### config.mk
export PLATFORM = sky130hd
export DESIGN_NAME = prio_enc_n
export DESIGN_NICKNAME = d
export VERILOG_FILES = /design/src/rtl/prio_enc_n.sv
export SDC_FILE = /design/constraint.sdc
export NUM_CORES = 1
export LEC_CHECK = 0
export CAP_MARGIN = 20
export CORE_MARGIN = 2
export CORE_UTILIZATION = 48
export DETAILED_ROUTE_END_ITERATION = 10
export HOLD_SLACK_MARGIN = 0.03
export PLACE_DENSITY = 0.76
export SKIP_CTS_REPAIR_TIMING = 1
export SLEW_MARGIN = 20
export SYNTH_ARGS = -nofsm -noshare
export SYNTH_HDL_FRONTEND = slang
export SYNTH_SLANG_ARGS = --single-unit
### constraint.sdc
create_clock -name clk -period 2.8 [get_ports clk]
set_input_delay 0.56 -clock clk [delete_from_list [all_inputs] [get_ports clk]]
set_output_delay 0.56 -clock clk [all_outputs]
set_load 0.1 [all_outputs]
### src/rtl/prio_enc_n.sv
`timescale 1ns/1ps
// prio_enc_n: registered N-input priority encoder with valid/ready on both sides.
// Picks one active request by highest-index, lowest-index or round-robin priority
// and holds the index, one-hot grant and "any active" flag until consumed.
//
// Ports:
//   clk, rst_n   clock, asynchronous active-low reset
//   mode         00 highest, 01 lowest, 10 round-robin, 11 same as 00
//   req_valid    request vector valid
//   req_ready    block can accept this cycle (combinational)
//   req          N-bit request vector
//   out_valid    result registers hold an unconsumed result
//   out_ready    consumer takes the result this cycle
//   idx          granted index
//   onehot       one-hot grant (zero when nothing requested)
//   any          at least one request bit was set
module prio_enc_n #(
    parameter  int unsigned N = 8,
    localparam int unsigned W = $clog2(N)
) (
    input  logic         clk,
    input  logic         rst_n,
    input  logic [1:0]   mode,
    input  logic         req_valid,
    output logic         req_ready,
    input  logic [N-1:0] req,
    output logic         out_valid,
    input  logic         out_ready,
    output logic [W-1:0] idx,
    output logic [N-1:0] onehot,
    output logic         any
);

    localparam logic [1:0] MODE_LOW = 2'b01;
    localparam logic [1:0] MODE_RR  = 2'b10;

    logic [W-1:0] ptr;
    logic [W-1:0] hi_sel;
    logic [W-1:0] lo_sel;
    logic [W-1:0] rr_sel;
    logic         rr_found;
    logic [W-1:0] sel;
    logic         any_nxt;
    logic         accept;

    // Single output stage: free when empty or being drained this cycle.
    assign req_ready = !out_valid || out_ready;
    assign accept    = req_valid && req_ready;
    assign any_nxt   = |req;

    // Highest and lowest set bit; later loop assignments take precedence.
    always_comb begin
        hi_sel = '0;
        lo_sel = '0;
        for (int i = 0; i < int'(N); i++) begin
            if (req[i]) hi_sel = W'(i);
        end
        for (int i = int'(N) - 1; i >= 0; i--) begin
            if (req[i]) lo_sel = W'(i);
        end
    end

    // Round-robin: lowest set bit at or above ptr, otherwise wrap to lowest overall.
    always_comb begin
        rr_sel   = '0;
        rr_found = 1'b0;
        for (int i = 0; i < int'(N); i++) begin
            if (req[i] && (W'(i) >= ptr) && !rr_found) begin
                rr_sel   = W'(i);
                rr_found = 1'b1;
            end
        end
        if (!rr_found) rr_sel = lo_sel;
    end

    // Mode select; reserved mode 11 falls through to highest-index.
    always_comb begin
        sel = hi_sel;
        case (mode)
            MODE_LOW: sel = lo_sel;
            MODE_RR:  sel = rr_sel;
            default:  sel = hi_sel;
        endcase
    end

    // Result registers and out_valid tracking.
    always_ff @(posedge clk or negedge rst_n) begin
        if (!rst_n) begin
            out_valid <= 1'b0;
            idx       <= '0;
            onehot    <= '0;
            any       <= 1'b0;
        end else if (accept) begin
            out_valid <= 1'b1;
            idx       <= any_nxt ? sel : '0;
            onehot    <= any_nxt ? (N'(1) << sel) : '0;
            any       <= any_nxt;
        end else if (out_ready) begin
            out_valid <= 1'b0;
        end
    end

    // Round-robin pointer advances past the grant only on non-empty RR accepts;
    // explicit wrap keeps it below N for non-power-of-two sizes.
    always_ff @(posedge clk or negedge rst_n) begin
        if (!rst_n) begin
            ptr <= '0;
        end else if (accept && (mode == MODE_RR) && any_nxt) begin
            ptr <= (sel == W'(N - 1)) ? '0 : sel + W'(1);
        end
    end

endmodule
## After elaboration in Yosys (flattened, before gate mapping)

Cells that the tools add are included.
W data, S select, Z words.

| word-level totals | value |
|---|---|
| bits in registers | 16 |
| input bits | 14 |
| output and inout bits | 14 |
| word-level logic and storage cells | 84 |

| operators by class | value |
|---|---|
| add/subtract/negate cells | 1 |
| magnitude comparators | 8 |
| equality and inequality tests | 3 |
| shift operators | 1 |
| mux-type cells | 37 |
| reduce and logical (&&, ||, !) cells | 29 |

Operators with widths:

| cell | count |
|---|---|
| $mux W3 | 21 |
| $logic_and A1 B1 Y1 | 18 |
| $ge A3 B3 Y1 const A | 4 |
| $mux W1 | 12 |
| $logic_not A1 Y1 | 8 |
| $mux W8 | 1 |
| $reduce_or A8 Y1 | 1 |
| $shl A1 B3 Y8 const A | 1 |
| $ge A1 B3 Y1 const A | 2 |
| $ge A2 B3 Y1 const A | 2 |
| $pmux W3 S2 | 1 |
| $mux W2 | 2 |
| $add A3 B1 Y3 const B | 1 |
| $eq A3 B3 Y1 const B | 1 |
| $eq A2 B1 Y1 const B | 1 |
| $eq A2 B2 Y1 const B | 1 |
| $reduce_bool A2 Y1 | 1 |
| $logic_or A1 B1 Y1 | 1 |

## Depth between registers and ports, before layout

Gate-level depths: netlist (run 1).

| logic depth | value |
|---|---|
| depth after elaboration | 28 |
| gate-level depth with buffers | 10 |

## Worst setup path after synthesis (run 1)

No wires, ideal clock.

| path | value |
|---|---|
| kind | flip-flop to flip-flop |
| from | reg out_valid |
| to | reg onehot[0] |
| library setup time | 123 ps |
| data arrival time | 2,684 ps |
| required time | 2,677 ps |
| path slack | -7 ps |
| stages on the path, launching flop included | 6 |
| path buffers | 1 |
| period minus slack after synthesis | 2,807 ps |
| path through | dfrtp_1 > nand2b_1 > nand2_1 > a21oi_1 > clkbuf_1 > a32o_1 |

| between the ends | value |
|---|---|
| cells in the longest elaborated chain, start to end | 3 |

Ends and longest elaborated chain:

| element | RTL line | source |
|---|---|---|
| start, declared | 27 | `output logic out_valid,` |
| start signal, assigned | 89 | `out_valid <= 1'b0;` |
| start signal, assigned | 94 | `out_valid <= 1'b1;` |
| start signal, assigned | 99 | `out_valid <= 1'b0;` |
| $logic_not A1 Y1 | 47 | `assign req_ready = !out_valid \|\| out_ready;` |
| $logic_or A1 B1 Y1 | 47 |  |
| named net req_ready | 25 | `output logic req_ready,` |
| $logic_and A1 B1 Y1 | 48 | `assign accept = req_valid && req_ready;` |
| end signal, assigned | 96 | `onehot <= any_nxt ? (N'(1) << sel) : '0;` |
| end, declared | 30 | `output logic [N-1:0] onehot,` |

The timed path passes the listed nets, and every way through them passes these cells.
A chain may end at the register's enable or synchronous reset.

## Worst setup path after layout (run 1)

| path | value |
|---|---|
| from | in req[4] |
| to | reg ptr[2] |

| between the ends | value |
|---|---|
| cells in the longest elaborated chain, start to end | 16 |
| elaborated cells between the ends (all ways) | 32 |

Ends and longest elaborated chain:

| element | RTL line | source |
|---|---|---|
| start, declared | 26 | `input logic [N-1:0] req,` |
| $logic_and A1 B1 Y1 (2 in a row) | 68 | `if (req[i] && (W'(i) >= ptr) && !rr_found) begin` |
| $mux W1 | 68 |  |
| $logic_not A1 Y1 | 68 |  |
| $logic_and A1 B1 Y1 | 68 |  |
| $mux W1 | 68 |  |
| $logic_not A1 Y1 | 68 |  |
| $logic_and A1 B1 Y1 | 68 |  |
| $mux W1 | 68 |  |
| $logic_not A1 Y1 | 68 |  |
| $logic_and A1 B1 Y1 | 68 |  |
| $mux W3 / $mux W1 (equally long branches) | 68 |  |
| $mux W3 | 73 | `if (!rr_found) rr_sel = lo_sel;` |
| $pmux W3 S2 | 79 | `case (mode)` |
| $add A3 B1 Y3 / $eq A3 B3 Y1 (equally long branches) | 109 | `ptr <= (sel == W'(N - 1)) ? '0 : sel + W'(1);` |
| $mux W3 | 109 |  |
| end signal, assigned | 109 |  |
| end, declared | 37 | `logic [W-1:0] ptr;` |

Several ways; a longest one is shown, not always the timed one.

==> results of run 1 <==
## synthesized netlist by cell type, drive strengths merged (2+ instances only)
master and count:
a21boi 2, o21ai 11, ha 8, and2 3
nor4 3, a21oi 7, inv 8, nor3 3
a211oi 3, clkbuf 4, nor2 6, dfrtp 16
nand2b 3, mux2 2, nor2b 3, a32o 7
nand2 14, a22o 2
## per-stage QoR
step	instance area (sq um)	power [mW]	hold slack, ps
final	1680	1.165	495.4
after floorplan	1106	0.7668	264.4
after CTS	1658	1.154	502.0
after global routing	1680	1.229	533.4
after global placement	1622	0.9812	462.9
after detailed placement	1622	0.9968	474.4
## logic make-up (layout without fill, tap and decap cells)
family                     after synthesis  in the layout  share of synthesized area, %
AOI/OAI and AO/OA                       41             41                         30.73
and+or+nand+nor                         37             37                         17.80
DFF                                     16             16                         36.28
buffers and inverters                   12             72                         4.081
adders and majority gates                8              8                         9.071
muxes                                    2              2                         2.041
## layout make-up
type	count	area, sq um
well taps	28	35.03
inverters	8	30.03
clock buffers	4	36.28
repair buffers	60	500.5
multi-input cells	88	678.2
flip-flops and latches	16	400.4
fillers	160	510.5
## registers in the layout, indices dropped and copies added, names as in the netlist
name,count
any,1
onehot,8
idx,3
out_valid,1
ptr,3
## how the worst min path moves through the flow
stage | slack (ps) | endpoint | cells past startpoint
finish | 500 | any$_DFFE_PN0P_ | 2
global route | 530 | onehot[4]$_DFFE_PN0P_ | 1
CTS | 500 | any$_DFFE_PN0P_ | 2
detailed placement | 470 | any$_DFFE_PN0P_ | 2
global placement | 460 | any$_DFFE_PN0P_ | 2
floorplan | 260 | any$_DFFE_PN0P_ | 0
## routing by layer
layer  vias to the layer above  share of wire [%]  global-route usage, %
met1                       533                 44                  33.27
met4                         0               0.93                  4.825
met5                         -                  0                      0
li1                        551                  -                      -
met2                        37                 49                  42.62
met3                         4                5.6                  5.172
## critical path: cells and delay by family
family / cells / cell delay, ps
and+or+nand+nor: 3 / 520
AOI/OAI and AO/OA: 3 / 510
muxes: 1 / 290
buffers and inverters: 1 / 490
adders and majority gates: 2 / 490
## layout by cell type, fill, tap and decap left out, types with 2 or more instances in the layout
cell             Yosys  final
a211oi_1             3      3
a21oi_1              6      6
a22o_1               2      2
a32o_1               7      7
and2_4               2      2
buf_4                0     46
clkbuf_4             0      3
clkdlybuf4s50_1      0     11
dfrtp_1             16     16
dlymetal6s2s_1       0      2
ha_1                 8      8
inv_1                6      6
inv_2                2      2
mux2_1               2      2
nand2_1             13     13
nand2b_1             3      2
nor2_1               6      6
nor2b_1              3      3
nor3_1               3      3
nor4_2               2      3
o21ai_0              5      4
o21ai_1              5      5
o21ai_2              1      2
## power groups by stage
stage	registers (mW)	clock network, mW	logic, mW
floorplan	0.545	0	0.222
global placement	0.339	0	0.642
detailed placement	0.342	0	0.655
CTS	0.338	0.160	0.657
global route	0.349	0.170	0.709
finish	0.344	0.154	0.667
==> impl_metrics.toml, run 1 <==
[synth]
synth_seq_cells = 16
yosysWarnings = 0
synth-edff-count = 0
yosys.area.top_type_share_pct = 36.28
mappedNetlistNets = 138
synthTopCellsByArea = "dfrtp_1, ha_1, a32o_1"
synth_top_area_cell = "dfrtp_1"
avgSynthCellArea_sq_um = 9.513
synth-seq-area-share_pct = 36.28
yosysUniqueCellTypes = 36
syn-instance-count = 116
syn_area_sq_um = 1104
synth_ff_type = "dfrtp_1"
async_flop_share_pct = 100.0

[die]
core_area_sq_um = 2191
start_util_pct = 50.37
ios = 28
die-height_um = 51.95
die_w_um = 51.95
num_rows = 17
die_area_sq_um = 2699

[pwr]
p_int_uw = 602.1
pwr-share-comb_pct = 57.2
p_leak_nw = 0.8216
power.share.clock_pct = 13.2
switching_power_uw = 562.6
p_seq_share_pct = 29.6
swShare_pct = 48.30
ir_drop_v = 0.0005568
powerDensity_nw_per_um2 = 693.1

[detailed_routing]
via_count = 1125
drt_drc_violations_left = 0
detail_route.wl_per_cell_um = 14.81
drt_iter0_drc = 25
via_per_inst = 5.515
routed_wl_um = 3021
dr.pass1.iters = 4
ant_nets = 0

[clock_tree]
clk_pin_slew_ps = 90
clk_latency_ps = 290
clockBufferDepth = 2
htree_levels = 1
cts_buffers = 3
cts_sinks = 16
cts_tree = "yes"
root_buffer = "clkbuf_4"

[sta]
max_slew_margin_pct = 52.07
setup_ws_ps = 106.8
finalCritPeriodShare_pct = 96.18
fmax_mhz = 371.3
tightestPinTransition_ps = 716.7
tns_ps = 0
slew_viol_final = 0
finalCriticalPeriod_ps = 2693
setup_viol = 0
hold_violations = 0
finClkSkew_ps = 4.224

[min_path]
hp-class = "reg2reg"
hold_start = "any$_DFFE_PN0P_"

[run]
drv_cap = 0

[setup_path]
worstPathRequired_ps = 2980
crit_path_frequent_cell = "ha_1"
critPathCaptureType = "register"
reg2regPathDepth = 9
rr_endpoint = "ptr[2]$_DFFE_PN0P_"
crit_end = "ptr[2]$_DFFE_PN0P_"
crit_path_cell_trace = "clkdlybuf4s50_1 -> a21boi_2 -> o21ai_1 -> nand2_1 -> nor4_2 -> o21ai_2 -> and2_1 -> ha_1 -> ha_1 -> mux2_1"
start_kind = "input port"
crit_slowest_cell = "clkdlybuf4s50_1"
path_max_fanout = 5
crit_type = "in2reg"
regToRegSetupSlack_ps = 330
crit_start = "req[4]"
worst-endpoint-arrival_ps = 2870
cpPeakStageDelay_ps = 490
r2r_start = "ptr[1]$_DFFE_PN0P_"

[cells_and_area]
fin_cells = 204
final_layout_size_suffix_gt1_share_pct = 38.64
antennaDiodeCount = 0
fin_util_pct = 76.70
fin_nets = 199
syn_to_final_growth_pct = 52.27

[grt]
antenna_found_initial = 0
grt_pass1_wl_um = 4974
globalRoute.totalOverflow = 0
grt_pass1_vias = 1116
track_usage_pct = 25.18
grt_max_degree = 17

[placed_design]
dp_cells = 200
portBuffers = 27
gp_congestion = 0.8778
post-place-ws_ps = -274.7
hpwl_um = 2405

[outcome]
status = "finished, final reports clean"
Power figures use the tool's default switching activity.
==> run 2: changes to the inputs <==
Settings changed: CORE_UTILIZATION 48 to 52, CTS_CLUSTER_SIZE set to 16, PLACE_DENSITY 0.76 to 0.82.
Clock period 2.8 ns to 3.39 ns, I/O delays scaled along.
==> run 2 against run 1 <==
Highest routed layer unchanged. Clock power fell by 19%. Flip-flop and latch count did not move. Largest cell class unchanged. Clock skew grew 2.0 ps.
==> impl_metrics.toml, run 2 (synthesis results as in run 1) <==
[outcome]
status = "finished, final reports clean"

[setup_path]
crit_path_frequent_cell = "ha_1"
cpPeakStageDelay_ps = 570
crit_slowest_cell = "clkdlybuf4s50_1"
worst-endpoint-arrival_ps = 3180
critPathCaptureType = "register"
crit_type = "in2reg"
path_max_fanout = 5
start_kind = "input port"
critPathTopFamily = "compound AO/OA/AOI/OAI gates"
worstPathRequired_ps = 3570
crit_path_cell_trace = "clkdlybuf4s50_1 -> a21boi_2 -> o21bai_4 -> and3_1 -> a221oi_2 -> o21ai_1 -> and2_1 -> ha_1 -> ha_1 -> mux2_1"
crit_buf_inv = 1

[clock_tree]
cts_tree = "yes"
clk_latency_ps = 290
clockBufferDepth = 2
cts_buffers = 3
htree_levels = 1
cts_sinks = 16
root_buffer = "clkbuf_4"
clk_pin_slew_ps = 90

[grt]
globalRoute.totalOverflow = 0
grt_max_degree = 17
grt_pass1_wl_um = 4498
grt_pass1_vias = 950
track_usage_pct = 23.62
antenna_found_initial = 0

[die]
start_util_pct = 55.68
core_area_sq_um = 1982
ios = 28
num_rows = 16
die_w_um = 50.07
die_area_sq_um = 2507
die-height_um = 50.07

[cells_and_area]
fin_nets = 168
reg_top3 = "onehot (8), idx (3), ptr (3)"
layout_common_cells = "clkdlybuf4s50_1, dfrtp_1, nand2_1"
fin_cells = 172
final_layout_size_suffix_gt1_share_pct = 19.31
layout_commonest_cell = "clkdlybuf4s50_1"
nFillCells = 157
fin_util_pct = 71.84
regMostFlops = "onehot"
largest_reg_flops = 8
antennaDiodeCount = 0
syn_to_final_growth_pct = 29.03

[placed_design]
portBuffers = 27
dp_cells = 168
gp_congestion = 0.9470
hpwl_um = 2031
post-place-ws_ps = 88.98

[sta]
hold_violations = 0
fmax_mhz = 332.5
setup_ws_ps = 382.5
finalCritPeriodShare_pct = 88.72
finalCriticalPeriod_ps = 3008
max_slew_margin_pct = 34.63
tightestPinTransition_ps = 980.6
rsz0062_at_grt = "false"
setup_viol = 0
slew_viol_final = 0
tns_ps = 0
finClkSkew_ps = 6.178

[detailed_routing]
dr.pass1.iters = 4
via_per_inst = 5.802
routed_wl_um = 2553
ant_nets = 0
detail_route.wl_per_cell_um = 14.84
drt_iter0_drc = 34
via_count = 998
drt_drc_violations_left = 0

[min_path]
hp-class = "reg2reg"

[run]
drv_cap = 0

[pwr]
p_leak_nw = 0.6312
powerDensity_nw_per_um2 = 619.3
ir_drop_v = 0.0006623
power_uw = 881.8
## run 2: area by class of cell
class / instances / area [sq um] / share of cell area, %
Sequential cell: 16 / 400.4 / 28.12
Inverter: 8 / 30.03 / 2.109
Timing Repair Buffer: 29 / 265.3 / 18.63
Multi-Input combinational cell: 88 / 658.1 / 46.22
Tap cell: 27 / 33.78 / 2.373
Clock buffer: 4 / 36.28 / 2.548
## run 2: metal layers
layer  track usage (%)  wire length [um]  vias up
li1                  -                 -      486
met3             7.576               197        2
met5                 0                 0        -
met2             35.09              1169       35
met1             33.78              1171      475
met4             4.167                15        0
## run 2: worst register-to-register path: cells and delay by family, from the launching register on
| family | cells | cell delay [ps] |
|---|---|---|
| AND/OR/NAND/NOR | 4 | 680 |
| AO/OA/AOI/OAI | 2 | 440 |
| adder cells (fa/ha/maj) | 2 | 490 |
| multiplexers | 1 | 270 |
| flip-flops | 1 | 530 |
## run 2: power breakdown
group	internal (mW)	total, mW	switching [mW]
logic	0.148	0.474	0.326
registers	0.229	0.282	0.0530
clock network	0.0655	0.125	0.0599
total	0.442	0.882	0.439
## run 2: final timing paths
check                              startpoint                     to  slack [ps]  cells after the start
setup / recovery                       req[2]     ptr[2]$_DFFE_PN0P_         380                     10
hold / removal                any$_DFFE_PN0P_        any$_DFFE_PN0P_         490                      2
setup reg to reg           ptr[2]$_DFFE_PN0P_     ptr[2]$_DFFE_PN0P_         860                      9
hold reg to reg               any$_DFFE_PN0P_        any$_DFFE_PN0P_         490                      2
max in group asynchronous               rst_n     idx[2]$_DFFE_PN0P_        2130                      1
min in group asynchronous               rst_n  onehot[4]$_DFFE_PN0P_         810                      1
## run 2: through the flow
| step | area [sq um] | hold WS, ps |
|---|---|---|
| finish | 1424 | 486.5 |
| global route | 1424 | 523.8 |
| CTS | 1424 | 491.4 |
| detailed placement | 1388 | 469.2 |
| global placement | 1388 | 465.0 |
| floorplan | 1104 | 382.4 |
==> run 3: changes to the inputs <==
Settings changed: SLEW_MARGIN 20 to not set.
==> results of run 3 <==
Final layout, timing and power as in run 2 (identical DEF).
